## src/rtl/mem_arbiter_2to1_if.sv

```systemverilog
// Fetch, data and memory-side handshake signals of mem_arbiter_2to1.
// slave: the arbiter's view. master: the core + RAM environment's view.
interface mem_arbiter_2to1_if #(
    parameter int ADDR_W = 32,
    parameter int DATA_W = 32
);
    logic              i_req;
    logic [ADDR_W-1:0] i_addr;
    logic [DATA_W-1:0] i_rdata;
    logic              i_ready;

    logic              d_req;
    logic              d_we;
    logic [ADDR_W-1:0] d_addr;
    logic [DATA_W-1:0] d_wdata;
    logic [DATA_W-1:0] d_rdata;
    logic              d_ready;

    logic              mem_req;
    logic              mem_we;
    logic [ADDR_W-1:0] mem_addr;
    logic [DATA_W-1:0] mem_wdata;
    logic [DATA_W-1:0] mem_rdata;
    logic              mem_ack;

    modport slave (
        input  i_req, i_addr, d_req, d_we, d_addr, d_wdata, mem_rdata, mem_ack,
        output i_rdata, i_ready, d_rdata, d_ready, mem_req, mem_we, mem_addr, mem_wdata
    );

    modport master (
        output i_req, i_addr, d_req, d_we, d_addr, d_wdata, mem_rdata, mem_ack,
        input  i_rdata, i_ready, d_rdata, d_ready, mem_req, mem_we, mem_addr, mem_wdata
    );
endinterface

```

## src/rtl/mem_arbiter_2to1.sv

```systemverilog
// Data-priority 2:1 arbiter (fetch vs load/store) onto one req/ack memory port,
// with a streak limit for fetch fairness. Define ARB_TIMEOUT_EN for the wait watchdog and err.
module mem_arbiter_2to1 #(
    parameter int ADDR_W          = 32,
    parameter int DATA_W          = 32,
    parameter int DATA_MAX_STREAK = 3,
    parameter int TIMEOUT_CYCLES  = 64
) (
    input  logic              clk,
    input  logic              rst,
    mem_arbiter_2to1_if.slave bus,
    output logic              err
);
    localparam logic [1:0] S_IDLE   = 2'd0;
    localparam logic [1:0] S_I_WAIT = 2'd1;
    localparam logic [1:0] S_D_WAIT = 2'd2;
    localparam logic [1:0] S_RESP   = 2'd3;

    localparam logic [3:0] STREAK_MAX = 4'(DATA_MAX_STREAK);

    if (DATA_MAX_STREAK < 1 || DATA_MAX_STREAK > 15) begin : g_bad_streak
        $error("mem_arbiter_2to1: DATA_MAX_STREAK must be 1..15");
    end
    if (TIMEOUT_CYCLES < 1) begin : g_bad_timeout
        $error("mem_arbiter_2to1: TIMEOUT_CYCLES must be >= 1");
    end

    logic [1:0]        state_q, state_d;
    logic [3:0]        streak_q, streak_d;
    logic              mem_req_q, mem_req_d;
    logic              mem_we_q, mem_we_d;
    logic [ADDR_W-1:0] mem_addr_q, mem_addr_d;
    logic [DATA_W-1:0] mem_wdata_q, mem_wdata_d;
    logic [DATA_W-1:0] i_rdata_q, i_rdata_d;
    logic              i_ready_q, i_ready_d;
    logic [DATA_W-1:0] d_rdata_q, d_rdata_d;
    logic              d_ready_q, d_ready_d;

    logic              done;
    logic [DATA_W-1:0] rsp;

`ifdef ARB_TIMEOUT_EN
    localparam int                WAIT_W    = $clog2(TIMEOUT_CYCLES + 1);
    localparam logic [WAIT_W-1:0] WAIT_LAST = WAIT_W'(TIMEOUT_CYCLES - 1);

    logic [WAIT_W-1:0] wait_q, wait_d;
    logic              err_q, err_d;
`endif

    always_comb begin
        state_d     = state_q;
        streak_d    = streak_q;
        mem_req_d   = mem_req_q;
        mem_we_d    = mem_we_q;
        mem_addr_d  = mem_addr_q;
        mem_wdata_d = mem_wdata_q;
        i_rdata_d   = i_rdata_q;
        i_ready_d   = i_ready_q;
        d_rdata_d   = d_rdata_q;
        d_ready_d   = d_ready_q;
        done        = 1'b0;
        rsp         = bus.mem_rdata;
`ifdef ARB_TIMEOUT_EN
        wait_d      = wait_q;
        err_d       = err_q;
`endif

        case (state_q)
            S_IDLE: begin
                if (!bus.d_req) streak_d = '0;
`ifdef ARB_TIMEOUT_EN
                wait_d = '0;
`endif
                if (bus.d_req && (!bus.i_req || streak_q < STREAK_MAX)) begin
                    state_d     = S_D_WAIT;
                    mem_req_d   = 1'b1;
                    mem_we_d    = bus.d_we;
                    mem_addr_d  = bus.d_addr;
                    mem_wdata_d = bus.d_wdata;
                    streak_d    = (streak_q == STREAK_MAX) ? streak_q : streak_q + 4'd1;
                end else if (bus.i_req) begin
                    state_d     = S_I_WAIT;
                    mem_req_d   = 1'b1;
                    mem_we_d    = 1'b0;
                    mem_addr_d  = bus.i_addr;
                    mem_wdata_d = '0;
                    streak_d    = '0;
                end
            end

            S_I_WAIT, S_D_WAIT: begin
                done = bus.mem_ack;
`ifdef ARB_TIMEOUT_EN
                // Watchdog expiry completes the access like an ack, with a poison word.
                if (!bus.mem_ack) begin
                    if (wait_q == WAIT_LAST) begin
                        done  = 1'b1;
                        rsp   = DATA_W'(32'hDEAD_BEEF);
                        err_d = 1'b1;
                    end else begin
                        wait_d = wait_q + WAIT_W'(1);
                    end
                end
`endif
                if (done) begin
                    state_d   = S_RESP;
                    mem_req_d = 1'b0;
                    mem_we_d  = 1'b0;
                    if (state_q == S_I_WAIT) begin
                        i_rdata_d = rsp;
                        i_ready_d = 1'b1;
                    end else begin
                        if (!mem_we_q) d_rdata_d = rsp;
                        d_ready_d = 1'b1;
                    end
                end
            end

            S_RESP: begin
                state_d   = S_IDLE;
                i_ready_d = 1'b0;
                d_ready_d = 1'b0;
            end

            default: state_d = S_IDLE;
        endcase
    end

    always_ff @(posedge clk or posedge rst) begin
        if (rst) begin
            state_q     <= S_IDLE;
            streak_q    <= '0;
            mem_req_q   <= 1'b0;
            mem_we_q    <= 1'b0;
            mem_addr_q  <= '0;
            mem_wdata_q <= '0;
            i_rdata_q   <= '0;
            i_ready_q   <= 1'b0;
            d_rdata_q   <= '0;
            d_ready_q   <= 1'b0;
        end else begin
            state_q     <= state_d;
            streak_q    <= streak_d;
            mem_req_q   <= mem_req_d;
            mem_we_q    <= mem_we_d;
            mem_addr_q  <= mem_addr_d;
            mem_wdata_q <= mem_wdata_d;
            i_rdata_q   <= i_rdata_d;
            i_ready_q   <= i_ready_d;
            d_rdata_q   <= d_rdata_d;
            d_ready_q   <= d_ready_d;
        end
    end

`ifdef ARB_TIMEOUT_EN
    always_ff @(posedge clk or posedge rst) begin
        if (rst) begin
            wait_q <= '0;
            err_q  <= 1'b0;
        end else begin
            wait_q <= wait_d;
            err_q  <= err_d;
        end
    end

    assign err = err_q;
`else
    assign err = 1'b0;
`endif

    assign bus.mem_req   = mem_req_q;
    assign bus.mem_we    = mem_we_q;
    assign bus.mem_addr  = mem_addr_q;
    assign bus.mem_wdata = mem_wdata_q;
    assign bus.i_rdata   = i_rdata_q;
    assign bus.i_ready   = i_ready_q;
    assign bus.d_rdata   = d_rdata_q;
    assign bus.d_ready   = d_ready_q;
endmodule

```

## src/flat_wrapper.sv

```systemverilog
// flat-port wrapper written by rule: the top's interface ports become plain ports
module mem_arbiter_2to1_flat 
#(
    parameter int ADDR_W          = 32,
    parameter int DATA_W          = 32,
    parameter int DATA_MAX_STREAK = 3,
    parameter int TIMEOUT_CYCLES  = 64
)
  (clk, rst, err, bus_i_req, bus_i_addr, bus_d_req, bus_d_we, bus_d_addr, bus_d_wdata, bus_mem_rdata, bus_mem_ack, bus_i_rdata, bus_i_ready, bus_d_rdata, bus_d_ready, bus_mem_req, bus_mem_we, bus_mem_addr, bus_mem_wdata);
  mem_arbiter_2to1_if #(.ADDR_W(ADDR_W), .DATA_W(DATA_W)) bus_i ();
  input  logic clk;
  input  logic rst;
  output logic err;
  input wire logic [$bits(bus_i.i_req)-1:0] bus_i_req;
  input wire logic [$bits(bus_i.i_addr)-1:0] bus_i_addr;
  input wire logic [$bits(bus_i.d_req)-1:0] bus_d_req;
  input wire logic [$bits(bus_i.d_we)-1:0] bus_d_we;
  input wire logic [$bits(bus_i.d_addr)-1:0] bus_d_addr;
  input wire logic [$bits(bus_i.d_wdata)-1:0] bus_d_wdata;
  input wire logic [$bits(bus_i.mem_rdata)-1:0] bus_mem_rdata;
  input wire logic [$bits(bus_i.mem_ack)-1:0] bus_mem_ack;
  output wire logic [$bits(bus_i.i_rdata)-1:0] bus_i_rdata;
  output wire logic [$bits(bus_i.i_ready)-1:0] bus_i_ready;
  output wire logic [$bits(bus_i.d_rdata)-1:0] bus_d_rdata;
  output wire logic [$bits(bus_i.d_ready)-1:0] bus_d_ready;
  output wire logic [$bits(bus_i.mem_req)-1:0] bus_mem_req;
  output wire logic [$bits(bus_i.mem_we)-1:0] bus_mem_we;
  output wire logic [$bits(bus_i.mem_addr)-1:0] bus_mem_addr;
  output wire logic [$bits(bus_i.mem_wdata)-1:0] bus_mem_wdata;
  assign bus_i.i_req = bus_i_req;
  assign bus_i.i_addr = bus_i_addr;
  assign bus_i.d_req = bus_d_req;
  assign bus_i.d_we = bus_d_we;
  assign bus_i.d_addr = bus_d_addr;
  assign bus_i.d_wdata = bus_d_wdata;
  assign bus_i.mem_rdata = bus_mem_rdata;
  assign bus_i.mem_ack = bus_mem_ack;
  assign bus_i_rdata = bus_i.i_rdata;
  assign bus_i_ready = bus_i.i_ready;
  assign bus_d_rdata = bus_i.d_rdata;
  assign bus_d_ready = bus_i.d_ready;
  assign bus_mem_req = bus_i.mem_req;
  assign bus_mem_we = bus_i.mem_we;
  assign bus_mem_addr = bus_i.mem_addr;
  assign bus_mem_wdata = bus_i.mem_wdata;
  mem_arbiter_2to1 #(.ADDR_W(ADDR_W), .DATA_W(DATA_W), .DATA_MAX_STREAK(DATA_MAX_STREAK), .TIMEOUT_CYCLES(TIMEOUT_CYCLES)) u_core (.clk(clk), .rst(rst), .bus(bus_i), .err(err));
endmodule
```

## config.mk

```make
export PLATFORM = sky130hd
export DESIGN_NAME = mem_arbiter_2to1_flat
export DESIGN_NICKNAME = d
export VERILOG_FILES = /design/src/rtl/mem_arbiter_2to1_if.sv /design/src/rtl/mem_arbiter_2to1.sv /design/src/flat_wrapper.sv
export SDC_FILE = /design/constraint.sdc
export NUM_CORES = 1
export LEC_CHECK = 0
export CAP_MARGIN = 20
export CORE_MARGIN = 2
export CORE_UTILIZATION = 40
export DETAILED_ROUTE_END_ITERATION = 8
export GPL_TIMING_DRIVEN = 0
export HOLD_SLACK_MARGIN = 0.06
export PLACE_DENSITY = 0.78
export SLEW_MARGIN = 10
export SYNTH_ARGS = -nofsm -noshare
export SYNTH_HDL_FRONTEND = slang
export SYNTH_SLANG_ARGS = --single-unit
```

## constraint.sdc

```tcl
create_clock -name clk -period 5.7 [get_ports clk]
set_input_delay 1.14 -clock clk [delete_from_list [all_inputs] [get_ports clk]]
set_output_delay 1.14 -clock clk [all_outputs]
set_load 0.1 [all_outputs]
```

After elaboration in Yosys (flattened, before gate mapping):

Index checks and enable logic that the tools add are counted.

* input bits: 134
* bits in registers: 138
* word-level logic and storage cells: 65
* output and inout port bits: 133

* bitwise operators: 2
* reduce and logical (&&, ||, !) cells: 16
* add/subtract/negate cells: 1
* $lt $le $gt $ge: 1
* eq/ne operators: 10
* multiplexer cells: 25

Operator list (count)
* $mux W32: 4
* $mux W4: 4
* $reduce_and A3 Y1: 5
* $mux W1: 9
* $pmux W1 S2: 4
* $mux W2: 3
* $ne A2 B2 Y1 const B: 3
* $ne A3 B2 Y1 const B: 2
* $pmux W2 S3: 1
* $reduce_bool A2 Y1: 3
* $add A4 B1 Y4 const B: 1
* $eq A2 B2 Y1 const B: 2
* $eq A4 B2 Y1 const B: 1
* $lt A4 B2 Y1 const B: 1
* $reduce_and A2 Y1: 2
* $reduce_and A4 Y1: 1
* $eq A2 B1 Y1 const B: 1
* $logic_not A2 Y1: 1
* $ne A2 B1 Y1 const B: 1
* $not A1 Y1: 2
* $reduce_or A2 Y1: 1
* $logic_and A1 B1 Y1: 1
* $logic_not A1 Y1: 1
* $logic_or A1 B1 Y1: 1

Logic depth before layout (Yosys ltp):

* word-level depth: 5
* depth in mapped cells: 7
* depth with buffers taken out: 5

Worst setup path after synthesis:

No wires, ideal clock.

* kind: input to register
* start point: input port bus_mem_ack
* end point: register u_core.d_rdata_q[19] (netlist: u_core.bus.d_rdata[19])
* buffers on the path: 1
* setup time: 125 ps
* cell stages on the path: 4
* arrival: 1988 ps
* setup slack: 3587 ps
* required time: 5575 ps
* cell sequence: nand2_1 > nor3_2 > buf_4 > mux2_2

* word-level cells in the longest chain between the ends: 1

Ends and longest elaborated chain
* from (decl): line flat_wrapper.sv:21 `input wire logic [$bits(bus_i.mem_ack)-1:0] bus_mem_ack;`
* $reduce_and A4 Y1 (no line)
* to (signal assigned): line mem_arbiter_2to1.sv:150 `d_rdata_q <= d_rdata_d;`
* to (decl): line mem_arbiter_2to1.sv:36 `logic [DATA_W-1:0] d_rdata_q, d_rdata_d;`

No other way between the ends.
A chain may end at the register's enable or synchronous reset.

Final worst setup path:

* start point: register u_core.mem_we_q (netlist: u_core.bus.mem_we)
* end point: output port bus_mem_we

RTL lines
* from (decl): line mem_arbiter_2to1.sv:31 `logic mem_we_q, mem_we_d;`
* from (signal assigned): line mem_arbiter_2to1.sv:145 `mem_we_q <= mem_we_d;`
* to (decl): line flat_wrapper.sv:27 `output wire logic [$bits(bus_i.mem_we)-1:0] bus_mem_we;`

No word-level cell between the ends.

==> results.txt <==
----------------------------------------------------
[Critical path]
  CP top delay family ... buffers and inverters
  Buffers & Inverters on Critical Path ... 1
  Class of the most critical setup path ... register to output port
  Maximum fanout count along the critical path ... 3
  Cell with the biggest individual delay on the critical path ... sky130_fd_sc_hd__clkdlybuf4s50_1
  Startpoint of the worst-slack reg-to-reg timing path ... u_core.state_q[1]
  Largest incremental delay on the critical path ... ~1200 ps
  Reg-to-reg slack, setup ... 3570 ps
  Data arrival, critical path ... around 2000 ps
  Critical Path Start Type ... register
  Cell breakdown of the critical path ... clkdlybuf4s50_1
  Worst reg2reg path depth ... 6
  Kind of end point of the critical path ... output port
  Critical Path RT ... about 4600 ps
  FF-to-FF End ... u_core.bus.mem_addr[17]

[Drt]
  Residual DRC count ... 0
  Drt first pass iters ... 5
  Wire per inst ... approximately 17 um
  Starting DRC count in detailed routing ... just under 300
  Via-per-instance ratio ... between 5 and 6
  Via count ... 5170
  DRT antenna net count ... 0
  Total length of routed wires ... 17.5 mm

[Placed design]
  Number of port buffers ... around 270
  Placed Instances ... 974
  GP Congestion ... around 0.83
  Half-perimeter wire length after placement ... between 10 and 15 mm

[Synth]
  Synthesized cell area ... approximately 5900 um^2
  Sequential fraction of the synthesis area ... 0.589
  Number of different library cells in the post-synthesis netlist ... 36
  Post-synth net total ... 664
  Synth warnings ... 0
  Number of storage elements in the synthesis netlist ... ~140
  Post-synthesis area per instance ... ~11 um^2
  Gate count of the mapped netlist ... approximately 520

[Clock network]
  TritonCTS clock tree ... done
  Number of sinks on the clock net ... about 140
  Buffer cell driving the clock tree root ... sky130_fd_sc_hd__clkbuf_16
  Clock slew at the register clock pins of the worst setup and hold paths ... ~60 ps
  Resized Gates After CTS ... 0
  Maximum level of the CTS H-tree ... 4
  Clock latency of the later-clocked register in the worst-skew pair ... approximately 410 ps
  Clock Tree Buf Depth ... 2
  CTS Hold Buffers Added ... 0
  Clock buffer count from CTS ... 17
  Post-CTS setup-driven buffer insertion count ... 0

[Die]
  Number of top-level design ports ... between 200 and 300
  Core area ... between 10000 and 15000 um^2
  Die X-Extent ... between 100 and 150 um
  Initial core utilization ... 0.406
  Die ar. ... around 16000 um^2
  Number of placement rows ... 44
  Height of the die ... about 130 um

[Global routing]
  Vias in the first global route ... ~5400
  Aggregate global-route resource usage ... 0.228
  Final global-route overflow total ... 0
  Global-route wire length before repair ... 28.4 mm
  Largest net degree at the start of global routing ... 71
  Number of antenna violations at the first check in global routing ... 0

[Cells and area]
  Final cell count without fillers ... between 1000 and 1500
  Final Core Density ... 0.656
  Antenna cells ... 0
  Commonest cells after routing, fill and taps aside ... 265 x sky130_fd_sc_hd__clkdlybuf4s50_1, 138 x sky130_fd_sc_hd__dfrtp_1, 132 x sky130_fd_sc_hd__nand2_1
  Relative area change from synthesis to final layout ... 61.4%
  Share of layout cells above drive strength 1 ... 0.144
  Final layout net count ... between 900 and 1000
  Most common cell after layout, fill and taps aside ... sky130_fd_sc_hd__clkdlybuf4s50_1

[Hold path]
  Type of the most critical hold path ... register to register
  Worst-case hold path end point ... u_core.bus.mem_wdata[0]
  Hold-critical path depth ... 2
  Origin of the worst min-delay path ... u_core.bus.mem_wdata[0]

[STA]
  RSZ-0062 raised after global routing ... false
  Actual slew at the worst max-slew pin ... 1080 ps
  Final period utilization ... 0.548
  Hold violation total from the final report ... 0
  Relative slew margins ... 0.280
  Worst clock skew ... 5.51 ps
  Sum of negative setup slack ... 0 ps
  Setup violations, final ... 0
  Maximum operating frequency ... about 320 MHz
  Min cycle time layout ... ~3100 ps
  Total count of max-transition violations in the final report ... 0

[Status]
  Result of the run ... complete, no violations

[Flow run]
  Max-cap violations ... 0

----------------------------------------------------
metal layers:
layer	GRT usage	up-vias	part of all wire	wire length (um)
li1	-	2413	-	-
met5	0	-	0	0
met3	0.0856	39	0.096	1680
met2	0.378	259	0.48	8390
met1	0.270	2459	0.40	6920
met4	0.0928	0	0.027	473
state kept, by name, indices dropped and copies added (netlist names):
signal and flops:
u_core.bus.d_rdata 32, u_core.bus.d_ready 1, u_core.bus.i_rdata 32, u_core.bus.i_ready 1
u_core.bus.mem_addr 32, u_core.bus.mem_req 1, u_core.bus.mem_wdata 32, u_core.bus.mem_we 1
u_core.state_q 2, u_core.streak_q 4
Yosys cell counts, drive strengths merged:
cell	n	area, um^2
o41ai	1	8.76
a221o	1	10.0
conb	1	3.75
a21oi	1	5.00
o31ai	2	28.8
o211ai	33	248
nor3	2	15.0
a21o	1	7.51
inv	5	18.8
a22o	1	8.76
nand3	1	5.00
a211o	1	8.76
ha	6	75.1
nor2b	4	25.0
nor4	1	6.26
nand2	132	495
mux2	66	743
a31oi	3	18.8
buf	18	106
o21a	1	7.51
nand2b	2	12.5
and2	1	6.26
and3	2	12.5
mux2i	2	20.0
nand4	32	200
o21ai	36	180
a32o	2	20.0
nor2	6	22.5
o21ba	1	10.0
dfrtp	138	3450
clkbuf	21	78.8
layout make-up:
cell class,count,area [um^2]
Clock inverter,14,243
Buffer,39,185
Inverter,5,23.8
Timing Repair Buffer,266,2680
Tap cell,184,230
Fill cell,1102,4960
Multi-Input combinational cell,342,2200
Clock buffer,18,439
Sequential cell,138,3450
cells by family (layout without fill, tap and decap cells):
group,count (synthesis),in the layout,share of synthesized area
AND/OR/NAND/NOR,183,183,0.137
flip-flops,138,138,0.589
AO/OA/AOI/OAI,84,84,0.0958
multiplexers,68,68,0.130
buffers and inverters,44,342,0.0348
adder cells (fa/ha/maj),6,6,0.0128
other,1,1,0.000640
how the worst max path moves through the flow:
stage                                        from                 endpoint  slack, ps  cells past startpoint
final                           u_core.bus.mem_we               bus_mem_we       2580                      1
after CTS                 u_core.bus.mem_addr[13]         bus_mem_addr[13]       2520                      1
after detailed placement                bus_i_req  u_core.bus.mem_addr[17]       2710                      6
after global routing      u_core.bus.mem_addr[12]         bus_mem_addr[12]       2490                      1
after floorplan                               rst    u_core.bus.d_rdata[0]        860                      1
after global placement                        rst   u_core.bus.d_rdata[22]       -830                      2
stage by stage:
| step | setup slack, ps | cell area (um^2) | hold slack, ps |
|---|---|---|---|
| 2_1_floorplan | 864 | 5860 | 500 |
| 3_3_place_gp | -830 | 8740 | 463 |
| 3_5_place_dp | 2710 | 8780 | 472 |
| 4_1_cts | 2520 | 9460 | 483 |
| 5_1_grt | 2490 | 9460 | 508 |
| 6_report | 2580 | 9460 | 476 |
Power is left out: the tool's default activity adds up to more than one toggle a clock period on the data nets, which glitch-free logic cannot reach.
